===== config.mk =====
export PLATFORM = sky130hd
export DESIGN_NAME = exec_stage_md
export DESIGN_NICKNAME = d
export VERILOG_FILES = /design/src/rtl/exec_stage_md.sv
export SDC_FILE = /design/constraint.sdc
export NUM_CORES = 2
export LEC_CHECK = 0
export CORE_MARGIN = 4
export CORE_UTILIZATION = 52
export DETAILED_ROUTE_END_ITERATION = 7
export HOLD_SLACK_MARGIN = 0.15
export PLACE_DENSITY = 0.75
export SYNTH_ARGS = -nofsm -noshare
export SYNTH_HDL_FRONTEND = slang
export SYNTH_SLANG_ARGS = --single-unit

===== constraint.sdc =====
create_clock -name clk -period 12.3 [get_ports clk]
set_clock_uncertainty 0.2 [all_clocks]
set_input_delay 3.075 -clock clk [delete_from_list [all_inputs] [get_ports clk]]
set_output_delay 3.075 -clock clk [all_outputs]
set_load 0.01 [all_outputs]

===== src/rtl/exec_stage_md.sv =====
// exec_stage_md: execute stage with an elastic valid/ready handshake and a multi-cycle
// RV32M unit. ALU ops load the output register on the accept edge. MUL* spend
// MUL_CYCLES cycles in BUSY and DIV/REM spend XLEN cycles there. The result loads
// on the edge that enters DONE, and the following edge returns the FSM to IDLE.
//
// Ports
//   clk, rst                      clock (rising edge); synchronous active-high reset
//   flush                         kills the in-flight M op and any held output
//   in_valid / in_ready           handshake from decode
//   in_rd, in_wen                 destination register and write enable
//   in_alu_sel, in_a_sel, in_b_sel  ALU op and operand muxing
//   in_md_en, in_md_op            M-extension enable and funct3
//   in_rs1, in_rs2, in_imm, in_pc operands, immediate and PC
//   out_valid / out_ready         handshake to the memory stage
//   out_rd, out_wen, out_result, out_rs2, out_return_pc  registered result payload
//   busy                          M unit iterating
module exec_stage_md #(
    parameter int unsigned XLEN       = 32,
    parameter int unsigned REG_COUNT  = 32,
    parameter int unsigned REG_BITS   = $clog2(REG_COUNT),
    parameter int unsigned ALU_SEL_W  = 4,
    parameter int unsigned MUL_CYCLES = 4
) (
    input  logic                 clk,
    input  logic                 rst,
    input  logic                 flush,
    input  logic                 in_valid,
    output logic                 in_ready,
    input  logic [REG_BITS-1:0]  in_rd,
    input  logic                 in_wen,
    input  logic [ALU_SEL_W-1:0] in_alu_sel,
    input  logic                 in_a_sel,
    input  logic                 in_b_sel,
    input  logic                 in_md_en,
    input  logic [2:0]           in_md_op,
    input  logic [XLEN-1:0]      in_rs1,
    input  logic [XLEN-1:0]      in_rs2,
    input  logic [XLEN-1:0]      in_imm,
    input  logic [31:0]          in_pc,
    output logic                 out_valid,
    input  logic                 out_ready,
    output logic [REG_BITS-1:0]  out_rd,
    output logic                 out_wen,
    output logic [XLEN-1:0]      out_result,
    output logic [XLEN-1:0]      out_rs2,
    output logic [31:0]          out_return_pc,
    output logic                 busy
);

    localparam int unsigned SH_W    = $clog2(XLEN);
    localparam int unsigned CNT_MAX = (MUL_CYCLES > XLEN) ? MUL_CYCLES : XLEN;
    localparam int unsigned CNT_W   = $clog2(CNT_MAX + 1);
    localparam int unsigned PROD_W  = 2 * XLEN + 2;

    localparam logic [ALU_SEL_W-1:0] ALU_ADD  = ALU_SEL_W'(0);
    localparam logic [ALU_SEL_W-1:0] ALU_SUB  = ALU_SEL_W'(1);
    localparam logic [ALU_SEL_W-1:0] ALU_SLL  = ALU_SEL_W'(2);
    localparam logic [ALU_SEL_W-1:0] ALU_SLT  = ALU_SEL_W'(3);
    localparam logic [ALU_SEL_W-1:0] ALU_SLTU = ALU_SEL_W'(4);
    localparam logic [ALU_SEL_W-1:0] ALU_XOR  = ALU_SEL_W'(5);
    localparam logic [ALU_SEL_W-1:0] ALU_SRL  = ALU_SEL_W'(6);
    localparam logic [ALU_SEL_W-1:0] ALU_SRA  = ALU_SEL_W'(7);
    localparam logic [ALU_SEL_W-1:0] ALU_OR   = ALU_SEL_W'(8);
    localparam logic [ALU_SEL_W-1:0] ALU_AND  = ALU_SEL_W'(9);

    localparam logic [2:0] MD_MUL   = 3'd0;
    localparam logic [2:0] MD_MULH  = 3'd1;
    localparam logic [2:0] MD_MULHU = 3'd3;

    typedef enum logic [1:0] {
        IDLE = 2'd0,
        BUSY = 2'd1,
        DONE = 2'd2
    } state_t;

    state_t               state;
    logic [CNT_W-1:0]     cnt_r;
    logic [2:0]           md_op_r;
    logic [XLEN-1:0]      a_r;
    logic [XLEN-1:0]      b_r;
    logic [REG_BITS-1:0]  rd_r;
    logic                 wen_r;
    logic [31:0]          ret_pc_r;
    logic [XLEN-1:0]      rem_r;
    logic [XLEN-1:0]      quo_r;
    logic [XLEN-1:0]      dvs_r;

    logic                 accept;

    // Handshake: only IDLE accepts, and only when the output slot frees this edge.
    assign in_ready = (state == IDLE) && (!out_valid || out_ready) && !flush;
    assign accept   = in_valid && in_ready;
    assign busy     = (state == BUSY);

    // ALU datapath, evaluated on the incoming instruction.
    logic [XLEN-1:0] op_a;
    logic [XLEN-1:0] op_b;
    logic [SH_W-1:0] shamt;
    logic [XLEN-1:0] alu_res;

    assign op_a  = in_a_sel ? XLEN'(in_pc) : in_rs1;
    assign op_b  = in_b_sel ? in_imm : in_rs2;
    assign shamt = op_b[SH_W-1:0];

    always_comb begin
        alu_res = '0;
        case (in_alu_sel)
            ALU_ADD:  alu_res = op_a + op_b;
            ALU_SUB:  alu_res = op_a - op_b;
            ALU_SLL:  alu_res = op_a << shamt;
            ALU_SLT:  alu_res = XLEN'($signed(op_a) < $signed(op_b));
            ALU_SLTU: alu_res = XLEN'(op_a < op_b);
            ALU_XOR:  alu_res = op_a ^ op_b;
            ALU_SRL:  alu_res = op_a >> shamt;
            ALU_SRA:  alu_res = XLEN'($signed(op_a) >>> shamt);
            ALU_OR:   alu_res = op_a | op_b;
            ALU_AND:  alu_res = op_a & op_b;
            default:  alu_res = '0;
        endcase
    end

    // Divider operand magnitudes at accept time (signed DIV/REM have funct3[0]=0).
    logic            in_div_signed;
    logic [XLEN-1:0] rs1_mag;
    logic [XLEN-1:0] rs2_mag;

    assign in_div_signed = !in_md_op[0];
    assign rs1_mag = (in_div_signed && in_rs1[XLEN-1]) ? (~in_rs1 + XLEN'(1)) : in_rs1;
    assign rs2_mag = (in_div_signed && in_rs2[XLEN-1]) ? (~in_rs2 + XLEN'(1)) : in_rs2;

    // Multiplier on captured operands: one extra bit per side carries the operand sign.
    logic                     mul_a_sgn;
    logic                     mul_b_sgn;
    logic signed [XLEN:0]     mul_a_ext;
    logic signed [XLEN:0]     mul_b_ext;
    logic signed [PROD_W-1:0] mul_full;
    logic [1:0]               mul_unused_hi;
    logic [2*XLEN-1:0]        mul_prod;
    logic [XLEN-1:0]          mul_res;

    assign mul_a_sgn = (md_op_r != MD_MULHU);
    assign mul_b_sgn = (md_op_r == MD_MULH);
    assign mul_a_ext = $signed({mul_a_sgn & a_r[XLEN-1], a_r});
    assign mul_b_ext = $signed({mul_b_sgn & b_r[XLEN-1], b_r});
    assign mul_full  = PROD_W'(mul_a_ext) * PROD_W'(mul_b_ext);
    assign {mul_unused_hi, mul_prod} = mul_full;
    assign mul_res   = (md_op_r == MD_MUL) ? mul_prod[XLEN-1:0] : mul_prod[2*XLEN-1:XLEN];

    // Restoring divider step: the dividend shifts out of quo_r as quotient bits shift in.
    logic [XLEN+1:0] div_trial;
    logic            div_ge;
    logic            div_unused_bit;
    logic [XLEN-1:0] div_diff;
    logic [XLEN-1:0] div_rem_nx;
    logic [XLEN-1:0] div_quo_nx;

    assign div_trial = {1'b0, rem_r, quo_r[XLEN-1]} - {2'b00, dvs_r};
    assign div_ge    = !div_trial[XLEN+1];
    assign {div_unused_bit, div_diff} = div_trial[XLEN:0];
    assign div_rem_nx = div_ge ? div_diff : {rem_r[XLEN-2:0], quo_r[XLEN-1]};
    assign div_quo_nx = {quo_r[XLEN-2:0], div_ge};

    // Sign fix-up and RV32M special cases, applied to the final iteration's values.
    logic            div_signed_r;
    logic            a_neg;
    logic            b_neg;
    logic            div_zero;
    logic            div_ovf;
    logic [XLEN-1:0] q_final;
    logic [XLEN-1:0] r_final;
    logic [XLEN-1:0] md_res;

    assign div_signed_r = !md_op_r[0];
    assign a_neg    = div_signed_r && a_r[XLEN-1];
    assign b_neg    = div_signed_r && b_r[XLEN-1];
    assign div_zero = (b_r == '0);
    assign div_ovf  = div_signed_r && (a_r == {1'b1, {(XLEN-1){1'b0}}}) && (b_r == '1);

    always_comb begin
        q_final = (a_neg ^ b_neg) ? (~div_quo_nx + XLEN'(1)) : div_quo_nx;
        r_final = a_neg ? (~div_rem_nx + XLEN'(1)) : div_rem_nx;
        if (div_zero) begin
            q_final = '1;
            r_final = a_r;
        end else if (div_ovf) begin
            q_final = a_r;
            r_final = '0;
        end
    end

    assign md_res = md_op_r[2] ? (md_op_r[1] ? r_final : q_final) : mul_res;

    // Stage FSM and output register.
    always_ff @(posedge clk) begin
        if (rst) begin
            state         <= IDLE;
            cnt_r         <= '0;
            md_op_r       <= '0;
            a_r           <= '0;
            b_r           <= '0;
            rd_r          <= '0;
            wen_r         <= 1'b0;
            ret_pc_r      <= '0;
            rem_r         <= '0;
            quo_r         <= '0;
            dvs_r         <= '0;
            out_valid     <= 1'b0;
            out_rd        <= '0;
            out_wen       <= 1'b0;
            out_result    <= '0;
            out_rs2       <= '0;
            out_return_pc <= '0;
        end else if (flush) begin
            state     <= IDLE;
            cnt_r     <= '0;
            out_valid <= 1'b0;
        end else begin
            // Consumption clears the slot; a load below on the same edge overrides it.
            if (out_valid && out_ready) begin
                out_valid <= 1'b0;
            end
            case (state)
                IDLE: begin
                    if (accept) begin
                        if (in_md_en) begin
                            md_op_r  <= in_md_op;
                            a_r      <= in_rs1;
                            b_r      <= in_rs2;
                            rd_r     <= in_rd;
                            wen_r    <= in_wen;
                            ret_pc_r <= in_pc + 32'd4;
                            rem_r    <= '0;
                            quo_r    <= rs1_mag;
                            dvs_r    <= rs2_mag;
                            cnt_r    <= in_md_op[2] ? CNT_W'(XLEN) : CNT_W'(MUL_CYCLES);
                            state    <= BUSY;
                        end else begin
                            out_valid     <= 1'b1;
                            out_rd        <= in_rd;
                            out_wen       <= in_wen;
                            out_result    <= alu_res;
                            out_rs2       <= in_rs2;
                            out_return_pc <= in_pc + 32'd4;
                        end
                    end
                end
                BUSY: begin
                    cnt_r <= cnt_r - CNT_W'(1);
                    if (md_op_r[2]) begin
                        rem_r <= div_rem_nx;
                        quo_r <= div_quo_nx;
                    end
                    // Last BUSY cycle: the result loads on the edge entering DONE.
                    if (cnt_r == CNT_W'(1)) begin
                        state         <= DONE;
                        out_valid     <= 1'b1;
                        out_rd        <= rd_r;
                        out_wen       <= wen_r;
                        out_result    <= md_res;
                        out_rs2       <= b_r;
                        out_return_pc <= ret_pc_r;
                    end
                end
                DONE: begin
                    state <= IDLE;
                end
                default: begin
                    state <= IDLE;
                end
            endcase
        end
    end

endmodule

# Yosys cells after proc, flatten, opt, wreduce, memory -nomap -nowiden
# Index checks and enable logic that the tools add are counted.
dict set report op_classes {
  n_addsub 9
  n_mul 1
  order_cmp 2
  n_eq_ne 20
  shift 3
  muxes 56
  n_bitwise 11
  n_reduce_logical 27
}
# operator count
set op_table {}
lappend op_table {{$mux 32} 29}
lappend op_table {{$pmux 32 s10} 1}
lappend op_table {{$pmux 32 s2} 5}
lappend op_table {{$add 32x1->32 const B} 4}
lappend op_table {{$not 32->32} 4}
lappend op_table {{$eq 32x32->1 const B} 2}
lappend op_table {{$lt 32x32->1} 2}
lappend op_table {{$mul 33x33->64} 1}
lappend op_table {{$sub 33x32->34} 1}
lappend op_table {{$add 32x3->32 const B} 1}
lappend op_table {{$add 32x32->32} 1}
lappend op_table {{$and 32x32->32} 1}
lappend op_table {{$logic_not 32->1} 1}
lappend op_table {{$or 32x32->32} 1}
lappend op_table {{$shl 32x5->32} 1}
lappend op_table {{$shr 32x5->32} 1}
lappend op_table {{$sshr 32x5->32} 1}
lappend op_table {{$sub 32x32->32} 1}
lappend op_table {{$xor 32x32->32} 1}
lappend op_table {{$mux 6} 3}
lappend op_table {{$eq 4x3->1 const B} 4}
lappend op_table {{$mux 5} 3}
lappend op_table {{$pmux 6 s2} 1}
lappend op_table {{$logic_and 1x1->1} 10}
lappend op_table {{other kinds (28)} 49}
dict set report totals {
  register_bits 312
  in_bits 149
  output_inout_bits 105
  wordCells 146
}

# Depth between registers and ports, before layout
dict set report logic_depth {
  ltp_word 11
  depth_mapped 35
  mapped_depth_nobuf 32
}

# Worst setup path before layout
# No wires, ideal clock.
dict set report synth_timing {
  kind {register to register}
  start {register md_op_r[0]}
  end {register out_result[29]}
  setup_time_ns 0.119
  arrival_ns 8.455
  t_required_ns 11.981
  path_slack_ns 3.526
  path_stages_with_launch 35
  path_buffers 2
  synth_period_minus_slack_ns 8.774
  path_cell_list {dfxtp_1 > nor2b_1 > nand2_1 > clkbuf_1 > and2_1 > clkbuf_1 > nand2_1 > inv_1 > fa_1 > inv_1 > fa_1 > inv_1 > fa_1 > fa_1 > inv_1 > fa_1 > inv_1 > fa_1 > inv_1 > fa_1 > fa_1 > inv_1 > ha_1 > a21o_1 > a21o_1 > a21o_1 > a21o_1 > a21oi_1 > o21bai_1 > o21bai_1 > nand3_1 > xnor2_1 > o221ai_1 > a21o_1 > o221a_2}
}
dict set report synth_between {
  elab_chain_cells 10
  word_cells_on_any_way 23
  cone_classes {mul (1); eq/ne (2); mux (11); bitwise (3); reduce/logical (6)}
}
# item line
set synth_lines {}
lappend synth_lines {{start, declared} 78} ;# logic [2:0] md_op_r;
lappend synth_lines {{start signal, assigned} 226} ;# md_op_r <= in_md_op;
lappend synth_lines {{branches (longest 7 deep; another with $mul 33x33->64)} n/a}
lappend synth_lines {{$mux 32 *} 191} ;# assign md_res = md_op_r[2] ? (md_op_r[1] ? r_final : q_final) : mul_res;
lappend synth_lines {{$mux 32 *} 254} ;# if (cnt_r == CNT_W'(1)) begin
lappend synth_lines {{$pmux 32 s2 *} 222} ;# case (state)
lappend synth_lines {{end signal, assigned} 241} ;# out_result <= alu_res;
lappend synth_lines {{end signal, assigned} 259} ;# out_result <= md_res;
lappend synth_lines {{end, declared} 44} ;# output logic [XLEN-1:0] out_result,
# Every way passes the cells marked *. The select of a mux whose other input is x is not followed.
# A chain may end at the register's enable or synchronous reset.

# Worst setup path in the final report
dict set report layout_timing {
  start {register md_op_r[2]}
  end {register out_result[30]}
}
dict set report layout_between {
  elab_chain_cells 7
  word_cells_on_any_way 10
  cone_classes {mul (1); eq/ne (2); mux (4); bitwise (2); reduce/logical (1)}
}
# item line
set layout_lines {}
lappend layout_lines {{$ne 3x2->1 / $eq 3x1->1 (equally long branches)} {141, 142}}
lappend layout_lines {{$and 1x1->1 (on tied branches)} {143, 144}}
lappend layout_lines {{$mul 33x33->64} 145} ;# assign mul_full = PROD_W'(mul_a_ext) * PROD_W'(mul_b_ext);
lappend layout_lines {{$mux 32} 147} ;# assign mul_res = (md_op_r == MD_MUL) ? mul_prod[XLEN-1:0] : mul_prod[2*XLEN-1:XLEN];
lappend layout_lines {{$mux 32 *} 191}
lappend layout_lines {{$mux 32 *} 254}
lappend layout_lines {{$pmux 32 s2 *} 222}
# Every way passes the cells marked *; elsewhere a longest branch is shown, timed or not. The select of a mux whose other input is x is not followed.

==> results list <==
- The synthesized netlist contains 106 unique library cells.
- Gates resized during post-CTS repair numbered 0.
- Most used flip-flop cell after synthesis: sky130_fd_sc_hd__dfxtp_1
* Cell taking the most area after synthesis: sky130_fd_sc_hd__fa_1
- The region available for standard cell placement spans 124,000 sq um.
* Post-placement setup slack: 1670 ps
* Sort of element at the end of the critical path: flip-flop
* Total Nets Final: 9,624
- Effective utilization at floorplan: 0.527
- The cell sitting at the root of the clock tree is a sky130_fd_sc_hd__clkbuf_16.
- Across the VDD grid, the largest voltage drop is 0.0733 mV.
* Max-slew violation count: 0
- Final critical-path required period: 10,830 ps
- Across the run, the number of max-cap violations was 0.
- Cell area after technology mapping: 65,500 sq um
- After detailed routing, the average wire length per cell comes to 25.6 um.
- Summed over all cells, the static leakage comes to 30.2 nW.
- Setup violations remaining at the end of the flow were counted as 0.
- Syn avg cell area: 8.07 sq um
- At the worst endpoint, the arrival time is 11,090 ps.
- Entering global routing, the biggest net connects 176 pins.
* FF/Latch Area: 6230 sq um
* Area added between synthesis and finish: 7.31%
- By startpoint and endpoint, the worst setup path is classified as flip-flop to flip-flop.
- Sum of negative setup slack: 0 ps
- The initial antenna violation count came to 20.
- The number of setup buffers added after CTS is 0.
- Actual slew at the worst max-slew pin: 1420 ps
- DRC: 0
- The share of total power dissipated in combinational logic is 0.422.
* Share of layout cells above drive strength 1: 0.0386
* Number of cells after detailed placement: 9,599
* Setup repair after global routing missed its margin: no
- The number of hold buffers added after CTS was 0.
- Synthesized instance count: 8,123
- The detail route stage leaves a number of antenna-violating nets equal to 0.
- The die covers 132,000 sq um.
* First-pass GRT wire length: 372,000 um
* Number of non-filler instances in the completed layout: 9,669
- Along the worst path, the maximum fanout reaches 24.
* Portion of synthesized cell area occupied by the leading cell type: 0.345
- For this run, the number of Yosys warnings is 0.
* I/O Pins: 254
- Async SR Flop Fraction: 0
- Worst skew pair latency: 600 ps
- Detail Placement HPWL: 195,000 um
- PD cells: 53.6 nW/um^2
- Of the total power, the share spent switching nets is 0.431.
* Post-route worst setup slack: 1470 ps
- The first routing iteration left 6,140 violations.
* Total via count after detailed routing: 59,147
- Headroom to the max-slew limit came out at 0.0241.
- Multi-input gate area: 52,400 sq um
- The congestion estimate from routability-driven global placement came to 1.09.
- Critical Path RT: 12,560 ps
- In this run the critical register-to-register path is launched from md_op_r[2].
* Maximum achievable frequency: 92.3 MHz
* Number of synthesized flops with an enable pin: 0
* Total congestion overflow: 0
- Counting flops and latches in the post-synthesis netlist gives 311.
- Worst path slowest cell: sky130_fd_sc_hd__and2_1
- Run status: finished clean
- Die outline width: 363 um
- In this run the core area contains 129 standard-cell rows.
* Cells taking the most area after synthesis: sky130_fd_sc_hd__fa_1 (34%), sky130_fd_sc_hd__dfxtp_1 (9.5%), sky130_fd_sc_hd__inv_1 (7.4%), sky130_fd_sc_hd__nand2_1 (7.4%), sky130_fd_sc_hd__ha_1 (6.6%)
* Final clock period utilization by the worst path: 0.881
- Total length of routed wires: 247,000 um
* TritonCTS clock tree: yes
* Layout filler cell count: 11,317
- Number of H-tree levels: 2
- Synth top cells by count: sky130_fd_sc_hd__inv_1 (1,292), sky130_fd_sc_hd__nand2_1 (1,292), sky130_fd_sc_hd__fa_1 (1,128)
* HP Class: flip-flop to flip-flop
- Post-synthesis net count: 9,748
- Counting the buffers created by CTS gives 35.
- From bottom edge to top edge, the die measures 363 um.
- The analysis attributes to net switching a power of 1.63 mW.
- In the routed layout, each cell is associated on average with a via count of 6.12.
- The total count of hold-check failures in the final report came to 0.
* Maximum count of clock buffers along a single path: 3
* Vias in the first global route: 60,623
* Worst min-delay path startpoint: out_return_pc[6]
- Total of buffers placed on input and output ports: 253
- Sequential power share: 0.292
* Sequential cell area fraction in the yosys report: 0.0950
- Critical Path Start: md_op_r[2]
- Most numerous cell on the critical path: sky130_fd_sc_hd__fa_1
- The share of total power dissipated in the clock network is 0.285.
* Internal cell power: 2.14 mW
* Clock input transition at the sequential cells of the worst setup and hold paths: 70 ps
- The clock drives 311 sinks.
- Drt first pass iters: 8
* Critical Path Max Stage Delay: 730 ps
- STA classifies the critical path startpoint as a flip-flop.
* Overall global routing resource usage: 0.373
==> cell families (layout without fill, tap and decap cells) <==
group	Yosys count	count (layout)	share of synthesized area
and+or+nand+nor	2609	2609	0.178
buffers and inverters	1862	1761	0.107
adders and majority gates	1476	1476	0.411
AOI/OAI and AO/OA	1395	1395	0.141
DFF	311	311	0.0950
xor gates and xnor gates	257	257	0.0343
muxes	213	213	0.0331
other	0	10	0
==> power groups by stage <==
| stage | clock, mW | combinational, mW | sequential (mW) |
|---|---|---|---|
| after detailed placement | 0 | 1.53 | 1.12 |
| after CTS | 1.08 | 1.54 | 1.10 |
| after global routing | 1.11 | 1.68 | 1.10 |
| final | 1.08 | 1.59 | 1.10 |
| after floorplan | 0 | 0.954 | 1.09 |
| after global placement | 0 | 1.52 | 1.12 |
==> sequential cells by signal, indices dropped and copies added, names as in the netlist, 2 cells and up <==
register       flops
dvs_r             31
state              2
a_r               32
b_r               32
out_rd             5
cnt_r              6
out_return_pc     32
md_op_r            3
rd_r               5
rem_r             32
quo_r             32
out_result        32
ret_pc_r          32
out_rs2           32
==> stage by stage <==
step / total power, mW / util / area (sq um) / hold slack (ps)
floorplan: 2.05 / - / 65500 / 232
global placement: 2.64 / 0.556 / 69200 / 240
detailed placement: 2.65 / 0.556 / 69200 / 247
CTS: 3.72 / 0.565 / 70300 / 256
global route: 3.90 / 0.565 / 70300 / 271
finish: 3.77 / 0.565 / 70300 / 253
==> final timing paths <==
path | cells past startpoint | endpoint | slack [ps]
min | 2 | out_return_pc[6] | 250
max reg2reg | 29 | out_result[30] | 1470
min reg2reg | 2 | out_return_pc[6] | 250
max | 29 | out_result[30] | 1470
==> per-layer routing <==
| metal | up-vias | track usage | share of wire |
|---|---|---|---|
| li1 | 25657 | - | - |
| met5 | - | 0 | 0.00019 |
| met3 | 863 | 0.0831 | 0.10 |
| met2 | 3211 | 0.601 | 0.46 |
| met4 | 8 | 0.252 | 0.082 |
| met1 | 29408 | 0.450 | 0.36 |
==> layout by cell type, fill, tap and decap left out, types with 100 or more instances in the layout <==
cell type,netlist,final
sky130_fd_sc_hd__mux2i_1,194,191
sky130_fd_sc_hd__a211oi_1,141,141
sky130_fd_sc_hd__ha_1,348,348
sky130_fd_sc_hd__xor2_1,100,100
sky130_fd_sc_hd__fa_1,1128,1128
sky130_fd_sc_hd__buf_4,6,149
sky130_fd_sc_hd__nor2_1,537,536
sky130_fd_sc_hd__xnor2_1,157,157
sky130_fd_sc_hd__and2_1,331,330
sky130_fd_sc_hd__o21ai_0,213,213
sky130_fd_sc_hd__dfxtp_1,311,310
sky130_fd_sc_hd__inv_1,1292,1291
sky130_fd_sc_hd__clkdlybuf4s50_1,0,249
sky130_fd_sc_hd__nand2_1,1292,1290
sky130_fd_sc_hd__a21oi_1,449,449
==> area by class of cell <==
type	count	area share
well taps	1637	0.0291
diodes	10	0.000356
clock buffers	43	0.0136
repair buffers	403	0.0521
multi-input cells	5950	0.745
flip-flops and latches	311	0.0885
inverters	1298	0.0693
clock inverters	17	0.00237
==> worst max-delay path, delay by kind of cell (launching register included) <==
kind | cells | cell delay [ps]
fa+ha+maj | 9 | 4630
flops | 1 | 310
compound gates | 9 | 2280
simple gates | 6 | 1960
buf+inv | 4 | 950
mux | 1 | 340
No activity file was read; power rests on OpenSTA's default activity.
